<file path="config.mk">
export PLATFORM = sky130hd
export DESIGN_NAME = cg_sleep_ctrl
export DESIGN_NICKNAME = d
export VERILOG_FILES = /design/src/rtl/cg_sleep_pkg.sv /design/src/rtl/cg_sleep_ctrl_sat_counter.sv /design/src/rtl/cg_sleep_ctrl.sv
export SDC_FILE = /design/constraint.sdc
export NUM_CORES = 1
export LEC_CHECK = 0
export ABC_AREA = 1
export BUFFER_PORTS_ARGS = -buffer_cell sky130_fd_sc_hd__buf_2
export CAP_MARGIN = 10
export CORE_ASPECT_RATIO = 0.6
export CORE_UTILIZATION = 43
export CTS_CLUSTER_DIAMETER = 150
export CTS_CLUSTER_SIZE = 12
export DETAILED_ROUTE_END_ITERATION = 10
export PLACE_DENSITY = 0.83
export SYNTH_ARGS = -nofsm -noshare
export SYNTH_HDL_FRONTEND = slang
export SYNTH_SLANG_ARGS = --single-unit
</file>
<file path="constraint.sdc">
create_clock -name clk_i -period 1.28 [get_ports clk_i]
set_clock_uncertainty 0.15 [all_clocks]
set_input_delay 0.128 -clock clk_i [delete_from_list [all_inputs] [get_ports clk_i]]
set_output_delay 0.128 -clock clk_i [all_outputs]
set_load 0.01 [all_outputs]
</file>
<file path="src/rtl/cg_sleep_pkg.sv">
// Shared types for the core clock-gate sleep controller.
// Holds the FSM state encoding and the width of the shared phase counter.
package cg_sleep_pkg;

    localparam int CG_CNT_W = 8;

    typedef enum logic [1:0] {
        CG_RUN,
        CG_DRAIN,
        CG_GATED,
        CG_WAKE
    } cg_state_e;

endpackage

</file>
<file path="src/rtl/cg_sleep_ctrl_sat_counter.sv">
// Saturating up-counter for the gated-cycle statistics.
// Ports: clk_i, rst_ni (async low), inc_i, cnt_o (holds at all-ones).
module cg_sleep_ctrl_sat_counter #(
    parameter int W = 32
) (
    input  logic         clk_i,
    input  logic         rst_ni,
    input  logic         inc_i,
    output logic [W-1:0] cnt_o
);

    always_ff @(posedge clk_i or negedge rst_ni) begin
        if (!rst_ni) begin
            cnt_o <= '0;
        end else if (inc_i && (cnt_o != {W{1'b1}})) begin
            cnt_o <= cnt_o + W'(1);
        end
    end

endmodule

</file>
<file path="src/rtl/cg_sleep_ctrl.sv">
// Clock-gate enable sequencer for WFI sleep; runs on the free-running clock.
// Ports: clk_i, rst_ni, sleep_req_i, core_idle_i, wake_i, scan_mode_i in;
// gate_en_o, sleeping_o, wake_ack_o, gated_cycles_o out.
// Optional gated-cycle statistics: define CG_SLEEP_STATS_EN.
module cg_sleep_ctrl
    import cg_sleep_pkg::*;
#(
    parameter int IDLE_HOLD   = 4,
    parameter int WAKE_SETTLE = 2,
    parameter int STAT_W      = 32
) (
    input  logic              clk_i,
    input  logic              rst_ni,
    input  logic              sleep_req_i,
    input  logic              core_idle_i,
    input  logic              wake_i,
    input  logic              scan_mode_i,
    output logic              gate_en_o,
    output logic              sleeping_o,
    output logic              wake_ack_o,
    output logic [STAT_W-1:0] gated_cycles_o
);

    localparam logic [CG_CNT_W-1:0] IDLE_LAST   = CG_CNT_W'(IDLE_HOLD - 1);
    localparam logic [CG_CNT_W-1:0] SETTLE_LAST = CG_CNT_W'(WAKE_SETTLE - 1);

    cg_state_e           state_q, state_d;
    logic [CG_CNT_W-1:0] cnt_q, cnt_d;
    logic                ack_d;
    logic                gate_en_q;

    always_comb begin
        state_d = state_q;
        cnt_d   = cnt_q;
        ack_d   = 1'b0;
        unique case (state_q)
            CG_RUN: begin
                if (sleep_req_i && !wake_i) begin
                    state_d = CG_DRAIN;
                    cnt_d   = '0;
                end
            end
            CG_DRAIN: begin
                // abort outranks gating in the same cycle
                if (wake_i || !sleep_req_i) begin
                    state_d = CG_RUN;
                    cnt_d   = '0;
                end else if (!core_idle_i) begin
                    cnt_d = '0;
                end else if (cnt_q == IDLE_LAST) begin
                    state_d = CG_GATED;
                    cnt_d   = '0;
                end else begin
                    cnt_d = cnt_q + CG_CNT_W'(1);
                end
            end
            CG_GATED: begin
                if (wake_i) begin
                    state_d = CG_WAKE;
                    cnt_d   = '0;
                end
            end
            CG_WAKE: begin
                // wake always completes, even if wake_i drops
                if (cnt_q == SETTLE_LAST) begin
                    state_d = CG_RUN;
                    cnt_d   = '0;
                    ack_d   = 1'b1;
                end else begin
                    cnt_d = cnt_q + CG_CNT_W'(1);
                end
            end
            default: begin
                state_d = CG_RUN;
                cnt_d   = '0;
            end
        endcase
    end

    // gate enable is its own flop off next-state so it never glitches
    always_ff @(posedge clk_i or negedge rst_ni) begin
        if (!rst_ni) begin
            state_q    <= CG_RUN;
            cnt_q      <= '0;
            gate_en_q  <= 1'b1;
            sleeping_o <= 1'b0;
            wake_ack_o <= 1'b0;
        end else begin
            state_q    <= state_d;
            cnt_q      <= cnt_d;
            gate_en_q  <= (state_d != CG_GATED);
            sleeping_o <= (state_d == CG_GATED) || (state_d == CG_WAKE);
            wake_ack_o <= ack_d;
        end
    end

    assign gate_en_o = gate_en_q | scan_mode_i;

`ifdef CG_SLEEP_STATS_EN
    cg_sleep_ctrl_sat_counter #(
        .W(STAT_W)
    ) u_stat (
        .clk_i  (clk_i),
        .rst_ni (rst_ni),
        .inc_i  (state_q == CG_GATED),
        .cnt_o  (gated_cycles_o)
    );
`else
    assign gated_cycles_o = '0;
`endif

endmodule

</file>
==> flow_summary.json, run 1 <==
{
  "status": "finished, violations left",
  "violations": "negative setup slack",
  "synth_top_area_share_pct": 26.0,
  "antennaDiodeCount": 0,
  "place_area_um2": 1140,
  "yosys.area_share.simple_pct": 32.0,
  "gr-total-overflow": 0,
  "syn_area_um2": 1060,
  "cp.required_ps": 1260,
  "final_core_util_pct": 58.7,
  "die_w_um": 66.1,
  "worstHoldStart": "core_idle_i",
  "maxCapViolCount": 0,
  "rsz0062_at_grt": "yes",
  "yosysSeqAreaShare_pct": 28.5,
  "hp-class": "in2reg",
  "synthAdderAreaFrac_pct": 2.36,
  "layout-drive-gt1-share_pct": 38.3,
  "via_per_inst": 4.23,
  "setup_viol": 11,
  "routed_wl_mm": 2.29,
  "firstDrtPassIters": 4,
  "setup_ws_ps": -241,
  "cts_buffers": 3,
  "grt_use_total_pct": 19.0,
  "r2r_cells": 7,
  "fin_nets": 184,
  "cts_tree": "yes",
  "synth_area_leaders": "dfrtp_1, buf_4, nand2_1",
  "hold_viol_final": 0,
  "synth-xor-area-share_pct": 1.65,
  "synth_cell_types": 26,
  "synthMuxAreaShare_pct": 0,
  "grt_max_degree": 13,
  "post-place-ws_ps": -197,
  "cp_max_fo": 4,
  "crit_type": "reg2reg",
  "grt_pass1_vias": 739,
  "cts.sinks": 12,
  "grt_pass1_wl_mm": 3.44,
  "holdPathStages": 3,
  "htreeDepth": 1,
  "yosysWarnings": 0,
  "peakVddDrop_uv": 461,
  "vias": 868,
  "tns_ps": -2250,
  "pwr_density_cell_nw_per_um2": 620,
  "placementRows": 13,
  "io_pins": 41,
  "yosys.area.top_type": "dfrtp_1",
  "clk_pin_slew_ps": 60,
  "r2r_setup_slack_ps": -240,
  "timing.fmax_ghz": 0.657,
  "antenna_found_initial": 0,
  "synth-compound-area-share_pct": 5.08,
  "synth-seq-cells": 12,
  "r2r-end": "state_q[0]$_DFF_PN0_",
  "cp-end-kind": "flip-flop",
  "route.detailed.drc": 0,
  "syn2layout_area_growth_pct": 24.3,
  "syn_avg_cell_area_um2": 7.41,
  "post-route-min-period_ps": 1520,
  "post_drt_wl_per_cell_um": 11.1,
  "synth_top_family_by_area": "simple AND/OR/NAND/NOR gates",
  "io_buffers": 8,
  "initial_utilization_pct": 47.2,
  "dieArea_um2": 2670,
  "dpl.hpwl_mm": 1.66,
  "fin_hold_ws_ps": 44.0,
  "syn_inst": 143,
  "p_leak_nw": 0.661,
  "slew_violations": 0,
  "clockBufferDepth": 2,
  "timing.final.crit_share_pct": 119,
  "coreArea_um2": 2240,
  "start_kind": "flip-flop",
  "drtAntennaViolNets": 0,
  "drtIter0Drc": 20,
  "cts-root-buf": "clkbuf_8",
  "die_h_um": 40.5,
  "place.gp.congestion": 0.870,
  "hold_path_end": "cnt_q[4]$_DFFE_PN0P_",
  "final_area_um2": 1320,
  "critPathArrivalTime_ps": 1500,
  "insertion_delay_ps": 250,
  "timing.rr.start": "cnt_q[1]$_DFFE_PN0P_"
}
[stage by stage]
stage	std cells	power, W
final	205	0.000817
after global routing	205	0.000864
after CTS	202	0.000827
after detailed placement	195	0.000455
after global placement	195	0.000453
after floorplan	174	0.000506
[worst max path at each step]
stage,from,to,slack [ps],cells past startpoint
floorplan,cnt_q[1]$_DFFE_PN0P_,cnt_q[7]$_DFFE_PN0P_,-80,7
global placement,cnt_q[1]$_DFFE_PN0P_,cnt_q[7]$_DFFE_PN0P_,-170,7
detailed placement,cnt_q[1]$_DFFE_PN0P_,cnt_q[2]$_DFFE_PN0P_,-200,7
CTS,cnt_q[1]$_DFFE_PN0P_,gate_en_q$_DFF_PN1_,-200,7
global route,cnt_q[4]$_DFFE_PN0P_,state_q[0]$_DFF_PN0_,-310,6
finish,cnt_q[1]$_DFFE_PN0P_,state_q[0]$_DFF_PN0_,-240,7
[worst max-delay path, stage by stage, from the launching register on]
cell	delay, ps
dfrtp_1	420
inv_2	100
ha_4	140
nand2_4	60
o21ai_4	250
nand2_2	100
nor2_4	120
nand2_1	50
[synthesized netlist by cell type]
cell type  count
a21oi_1        1
buf_4         32
clkinv_1       1
conb_1         1
dfrtp_1       11
dfstp_2        1
ha_1           2
inv_1         16
inv_2          4
nand2_1       27
nand2_2        4
nand2_4        3
nand3_1        9
nand3_2        2
nand4_1        2
nor2_1         6
nor2_2         9
nor2_4         1
nor3_1         1
o21ai_0        2
o21ai_1        3
o21ai_4        1
o21bai_1       1
or2_2          1
xnor2_1        1
xor2_1         1
[layer usage]
layer  track usage, %  part of all wire (%)
met4             3.19                  0.79
met5                0                     0
met3             6.82                   7.5
met2             30.4                    47
met1             25.2                    45
[what timing repair did]
item / CTS / global route
pin swaps: 6 / 13
buffers inserted: 2 / 3
endpoints found under the hold margin: 12 / 0
resized for setup: 3 / 17
hold buffers: 1 / 0
setup endpoints to repair: 11 / 13
[placed cells by master, fill, tap and decap left out, types with 2 or more instances in the layout]
cell	instances
conb_1	32
nand2_1	25
buf_4	18
inv_1	15
dfrtp_1	10
buf_2	7
nor2_1	6
nand3_1	6
inv_2	5
nor2_2	5
nand2_2	5
nor2_4	5
nand3_2	5
nand2_4	4
o21ai_1	4
clkbuf_8	3
buf_6	3
nand4_1	2
ha_4	2
[area by class of cell]
class                      instances  area (um2)
inverter                          21        78.8
multi-input combinational        109         639
tap                               30        37.5
timing repair buffer              29         214
clock buffer                       4        45.0
sequential                        12         303
fill                             207         927
[power by group]
group,internal [W],total [W],switching (W)
Clock,0.000219,0.000365,0.000146
Combinational,0.0000111,0.0000722,0.0000611
Sequential,0.000380,0.000380,0
[logic make-up after synthesis]
family / count (synthesis)
compound gates: 8
xor+xnor: 2
fa+ha+maj: 2
buf+inv: 53
flops: 12
other cells: 1
simple gates: 65
[state kept, by name, summed over array words and instances (netlist names)]
| name | flops |
|---|---|
| wake_ack_o | 1 |
| state_q | 1 |
| gate_en_q | 1 |
| cnt_q | 8 |
| sleeping_o | 1 |
Power figures use the tool's default switching activity.
==> run 2: changes to the inputs <==
- CORE_UTILIZATION: 43 -> 44
- PLACE_DENSITY: 0.83 -> 0.81
- clock period: 1.28 -> 1.5 ns (I/O delays scaled with it)
==> run 2 against run 1 <==
Compared with the run above:
- the flow still finishes with violations (negative setup slack)
- highest routed layer unchanged
- critical path depth increased by 1
- maximum frequency increased by 0.73%
- largest cell class unchanged
- sequential cell count unchanged
- sequential power shrank 15%
- global-route usage decreased by 0.83 points
- die area decreased by 2.2%
- first-iteration DRC count up 55%
==> flow_summary.json, run 2 (synthesized netlist as in run 1, its figures left out) <==
{
  "status": "finished, violations left",
  "violations": "negative setup slack",
  "critical_path.top_delay_family": "flip-flops",
  "cp_max_fo": 3,
  "cts-root-buf": "clkbuf_8",
  "clockBufferDepth": 2,
  "firstDrtPassIters": 4,
  "timing.rr.start": "cnt_q[0]$_DFFE_PN0P_",
  "dpl.hpwl_mm": 1.63,
  "insertion_delay_ps": 250,
  "regMostFlops": "cnt_q",
  "layout-drive-gt1-share_pct": 34.1,
  "clk_pin_slew_ps": 60,
  "pwr_density_cell_nw_per_um2": 621,
  "peakVddDrop_uv": 342,
  "vias": 830,
  "io_buffers": 8,
  "syn2layout_area_growth_pct": 14.2,
  "die_h_um": 40.0,
  "layout_commonest_cell": "conb_1",
  "post_drt_wl_per_cell_um": 11.6,
  "slowest_stage": "dfrtp_1",
  "path_buf_inv": 2,
  "route.detailed.drc": 0,
  "grt_use_total_pct": 18.1,
  "total_power_w": 0.000752,
  "die_w_um": 65.4,
  "startpoint": "cnt_q[0]$_DFFE_PN0P_",
  "setup_viol": 1,
  "grt_pass1_wl_mm": 3.22,
  "multi_input_area_um2": 614,
  "crit_type": "reg2reg",
  "start_kind": "flip-flop",
  "io_pins": 41,
  "antennaDiodeCount": 0,
  "gr-total-overflow": 0,
  "routed_wl_mm": 2.24,
  "via_per_inst": 4.28,
  "timing.final.crit_share_pct": 101,
  "cts.sinks": 12,
  "largest_reg_flops": 8,
  "htreeDepth": 1,
  "fillers": 215,
  "cts_tree": "yes",
  "post-route-min-period_ps": 1510,
  "hp-class": "in2reg",
  "maxCapViolCount": 0,
  "ff_latch_area_um2": 303,
  "slowest_delay_ps": 390,
  "antenna_found_initial": 0,
  "slew_violations": 0,
  "post-place-ws_ps": 3.27,
  "drtAntennaViolNets": 0,
  "setup_ws_ps": -10.4,
  "initial_utilization_pct": 47.9,
  "grt_pass1_vias": 697,
  "cp-end-kind": "flip-flop",
  "critPathArrivalTime_ps": 1540,
  "cp.required_ps": 1530,
  "p_leak_nw": 0.605,
  "place.gp.congestion": 0.823,
  "final_core_util_pct": 54.7,
  "coreArea_um2": 2210,
  "timing.fmax_ghz": 0.662,
  "drtIter0Drc": 31,
  "grt_max_degree": 13,
  "cts_buffers": 3,
  "worstHoldStart": "core_idle_i",
  "final_cell_mix": "conb_1, nand2_1, inv_1",
  "dieArea_um2": 2620,
  "fin_nets": 173,
  "rsz0062_at_grt": "yes",
  "fin_hold_ws_ps": 87.8,
  "crit_chain": "buf_6 > ha_4 > nand2_1 > nor2_2 > buf_4 > a21oi_2 > nor2_4 > nand3_1",
  "hold_viol_final": 0,
  "placementRows": 13
}
## run 2: cell type report
type,count,area share [%]
Clock buffer,4,4.55
Inverter,21,6.51
Multi-Input combinational cell,109,50.8
Sequential cell,12,25.0
Tap cell,30,3.10
Timing Repair Buffer,18,10.0
## run 2: stage by stage
step | cell area (um2) | TNS, ps | instances
6_report | 1210 | -10.4 | 194
5_1_grt | 1210 | -450 | 194
4_1_cts | 1140 | 0 | 193
3_5_place_dp | 1070 | 0 | 188
3_3_place_gp | 1070 | 0 | 188
2_1_floorplan | 1180 | 0 | 174
## run 2: path summary, 6_finish.rpt
| kind | to | slack, ps | cells past startpoint |
|---|---|---|---|
| max | gate_en_q$_DFF_PN1_ | -10 | 8 |
| min | cnt_q[4]$_DFFE_PN0P_ | 90 | 3 |
| max reg2reg | gate_en_q$_DFF_PN1_ | -10 | 8 |
| min reg2reg | cnt_q[4]$_DFFE_PN0P_ | 450 | 3 |
| max in group asynchronous | gate_en_q$_DFF_PN1_ | 720 | 2 |
| min in group asynchronous | state_q[0]$_DFF_PN0_ | 210 | 2 |
## run 2: report_power, final
part / total (W) / internal, W / switching [W] / leakage (nW)
combinational: 0.0000598 / 0.00000790 / 0.0000519 / 0.449
clock: 0.000368 / 0.000233 / 0.000136 / 0.0288
sequential: 0.000324 / 0.000324 / 0 / 0.127
## run 2: worst min-delay path, cell delays in order
cell and delay (ps):
buf_2 130, nand4_1 80, nand3_1 70
## run 2: what timing repair did
item / 4_1_cts / 5_1_grt
hold buffers: 1 / 0
pin swaps: 1 / 8
setup endpoints to repair: 4 / 10
buffers inserted: 0 / 1
endpoints found under the hold margin: 12 / 0
gates resized for setup: 0 / 16
## run 2: metal layers
metal  global-route usage [%]  up-vias  wire, um
met5                        0        -         0
met4                     9.78        0        38
met3                     5.11        4       175
met2                     27.8       37      1000
met1                     23.7      372      1030
li1                         -      417         -
==> run 3: changes to the inputs <==
- MAX_ROUTING_LAYER: default -> met4
- clock period: 1.5 -> 1.9 ns (I/O delays scaled with it)
==> run 3 against run 2 <==
Compared with the run above:
- the run now ends clean
- largest power group is now registers
- setup slack improved by 350 ps
- design area fell by 12%
- clock power fell by 35%
- non-clock buffer count fell by 9
- first-iteration DRC count fell by 16%
- critical path type unchanged
==> flow_summary.json, run 3 (synthesized netlist as in run 1, its figures left out) <==
{
  "route.detailed.drc": 0,
  "tns_ps": 0,
  "status": "completed",
  "cts.sinks": 12,
  "via_per_inst": 4.10,
  "slowest_delay_ps": 400,
  "start_kind": "flip-flop",
  "crit_chain": "inv_1 > ha_1 > nand2_2 > o21ai_4 > nand2_2 > nor2_2 > nand3_1",
  "grt_use_total_pct": 17.3,
  "post_drt_wl_per_cell_um": 9.89,
  "gr-total-overflow": 0,
  "post-route-min-period_ps": 1560,
  "r2r_cells": 7,
  "p_leak_nw": 0.551,
  "cts_buffers": 3,
  "crit_type": "reg2reg",
  "place_area_um2": 1010,
  "layout_commonest_cell": "conb_1",
  "dieArea_um2": 2620,
  "place.gp.congestion": 0.906,
  "die_w_um": 65.4,
  "syn2layout_area_growth_pct": 0.826,
  "drtAntennaViolNets": 0,
  "cts_resized": 0,
  "drtIter0Drc": 26,
  "r2r_setup_slack_ps": 340,
  "antennaDiodeCount": 0,
  "maxCapViolCount": 0,
  "busiest_layer": "met2",
  "fin_nets": 164,
  "largest_reg_flops": 8,
  "globalRouteMet2Util_pct": 24.0,
  "final_area_um2": 1070,
  "routed_wl_mm": 1.83,
  "path_buf_inv": 1,
  "peakVddDrop_uv": 291,
  "cp.required_ps": 1880,
  "final_cell_mix": "conb_1, nand2_1, inv_1",
  "dpl.hpwl_mm": 1.52,
  "gr-usage-met3_pct": 4.26,
  "clk_pin_slew_ps": 50,
  "regMostFlops": "cnt_q",
  "slew_violations": 0,
  "cp_max_fo": 4,
  "final_core_util_pct": 48.3,
  "timing.fmax_ghz": 0.641,
  "hold_viol_final": 0,
  "insertion_delay_ps": 240,
  "timing.final.crit_share_pct": 82.1,
  "placementRows": 13,
  "critPathCapture": "gate_en_q$_DFF_PN1_",
  "grt_pass1_vias": 613,
  "antenna_found_initial": 0,
  "use_met1_pct": 23.8,
  "grt_max_degree": 13,
  "htreeDepth": 1,
  "hp-class": "in2reg",
  "initial_utilization_pct": 47.9,
  "startpoint": "cnt_q[1]$_DFFE_PN0P_",
  "coreArea_um2": 2210,
  "cp_num_cells": 7,
  "timing.rr.start": "cnt_q[1]$_DFFE_PN0P_",
  "io_pins": 41,
  "rsz0062_at_grt": "no",
  "cp-end-kind": "flip-flop",
  "vias": 758,
  "layout-drive-gt1-share_pct": 23.9,
  "setup_viol": 0,
  "cts_tree": "yes",
  "io_buffers": 8,
  "firstDrtPassIters": 4,
  "die_h_um": 40.0,
  "post-place-ws_ps": 368,
  "pwr_density_cell_nw_per_um2": 506,
  "critPathArrivalTime_ps": 1540,
  "grt_pass1_wl_mm": 2.99,
  "r2r-end": "gate_en_q$_DFF_PN1_",
  "slowest_stage": "dfrtp_1",
  "post-place-cells": 180,
  "setup_ws_ps": 340,
  "critical_path.top_delay_family": "flip-flops",
  "clockBufferDepth": 2,
  "cts-root-buf": "clkbuf_8",
  "final_cells": 185,
  "cp_common_cell": "nand2_2"
}
## run 3: power breakdown
part | switching, W | total, W | leakage (nW) | internal (W)
Combinational | 0.0000398 | 0.0000460 | 0.399 | 0.00000621
Sequential | 0 | 0.000256 | 0.129 | 0.000256
Clock | 0.0000912 | 0.000239 | 0.0228 | 0.000148
Total | 0.000131 | 0.000541 | 0.551 | 0.000410
## run 3: how the worst min path moves through the flow
stage / from / end / slack (ps) / cells past startpoint
after floorplan: rst_ni / cnt_q[0]$_DFFE_PN0P_ / -260 / 0
after global placement: rst_ni / state_q[0]$_DFF_PN0_ / -70 / 1
after detailed placement: rst_ni / state_q[0]$_DFF_PN0_ / -60 / 1
after CTS: core_idle_i / cnt_q[4]$_DFFE_PN0P_ / 110 / 3
after global routing: core_idle_i / cnt_q[4]$_DFFE_PN0P_ / 130 / 3
final: core_idle_i / cnt_q[4]$_DFFE_PN0P_ / 110 / 3
## run 3: layout make-up
cell class	instances	area, um2
Inverter	21	78.8
Clock buffer	4	45.0
Timing Repair Buffer	9	50.0
Sequential cell	12	302
Tap cell	30	37.5
Multi-Input combinational cell	109	556
Fill cell	229	1140
## run 3: timing repair
action,in CTS,in global routing
setup endpoints to repair,0,0
setup buffers,0,0
endpoints found under the hold margin,12,0
hold buffers,1,0
## run 3: worst min-delay path, delay by kind of cell
family / cells / cell delay, ps
simple gates: 2 / 170
buf+inv: 1 / 110
## run 3: metrics by stage
stage	hold WS, ps	total power (W)
finish	112	0.000541
floorplan	-256	0.000341
global route	131	0.000579
global placement	-65.8	0.000304
CTS	107	0.000548
detailed placement	-58.9	0.000304
## run 3: per-layer routing
layer	vias up	wire length, um	part of all wire [%]
met5	-	0	0
met4	0	27	1.5
met3	2	100	5.5
met2	29	726	40
met1	330	975	53
li1	397	-	-
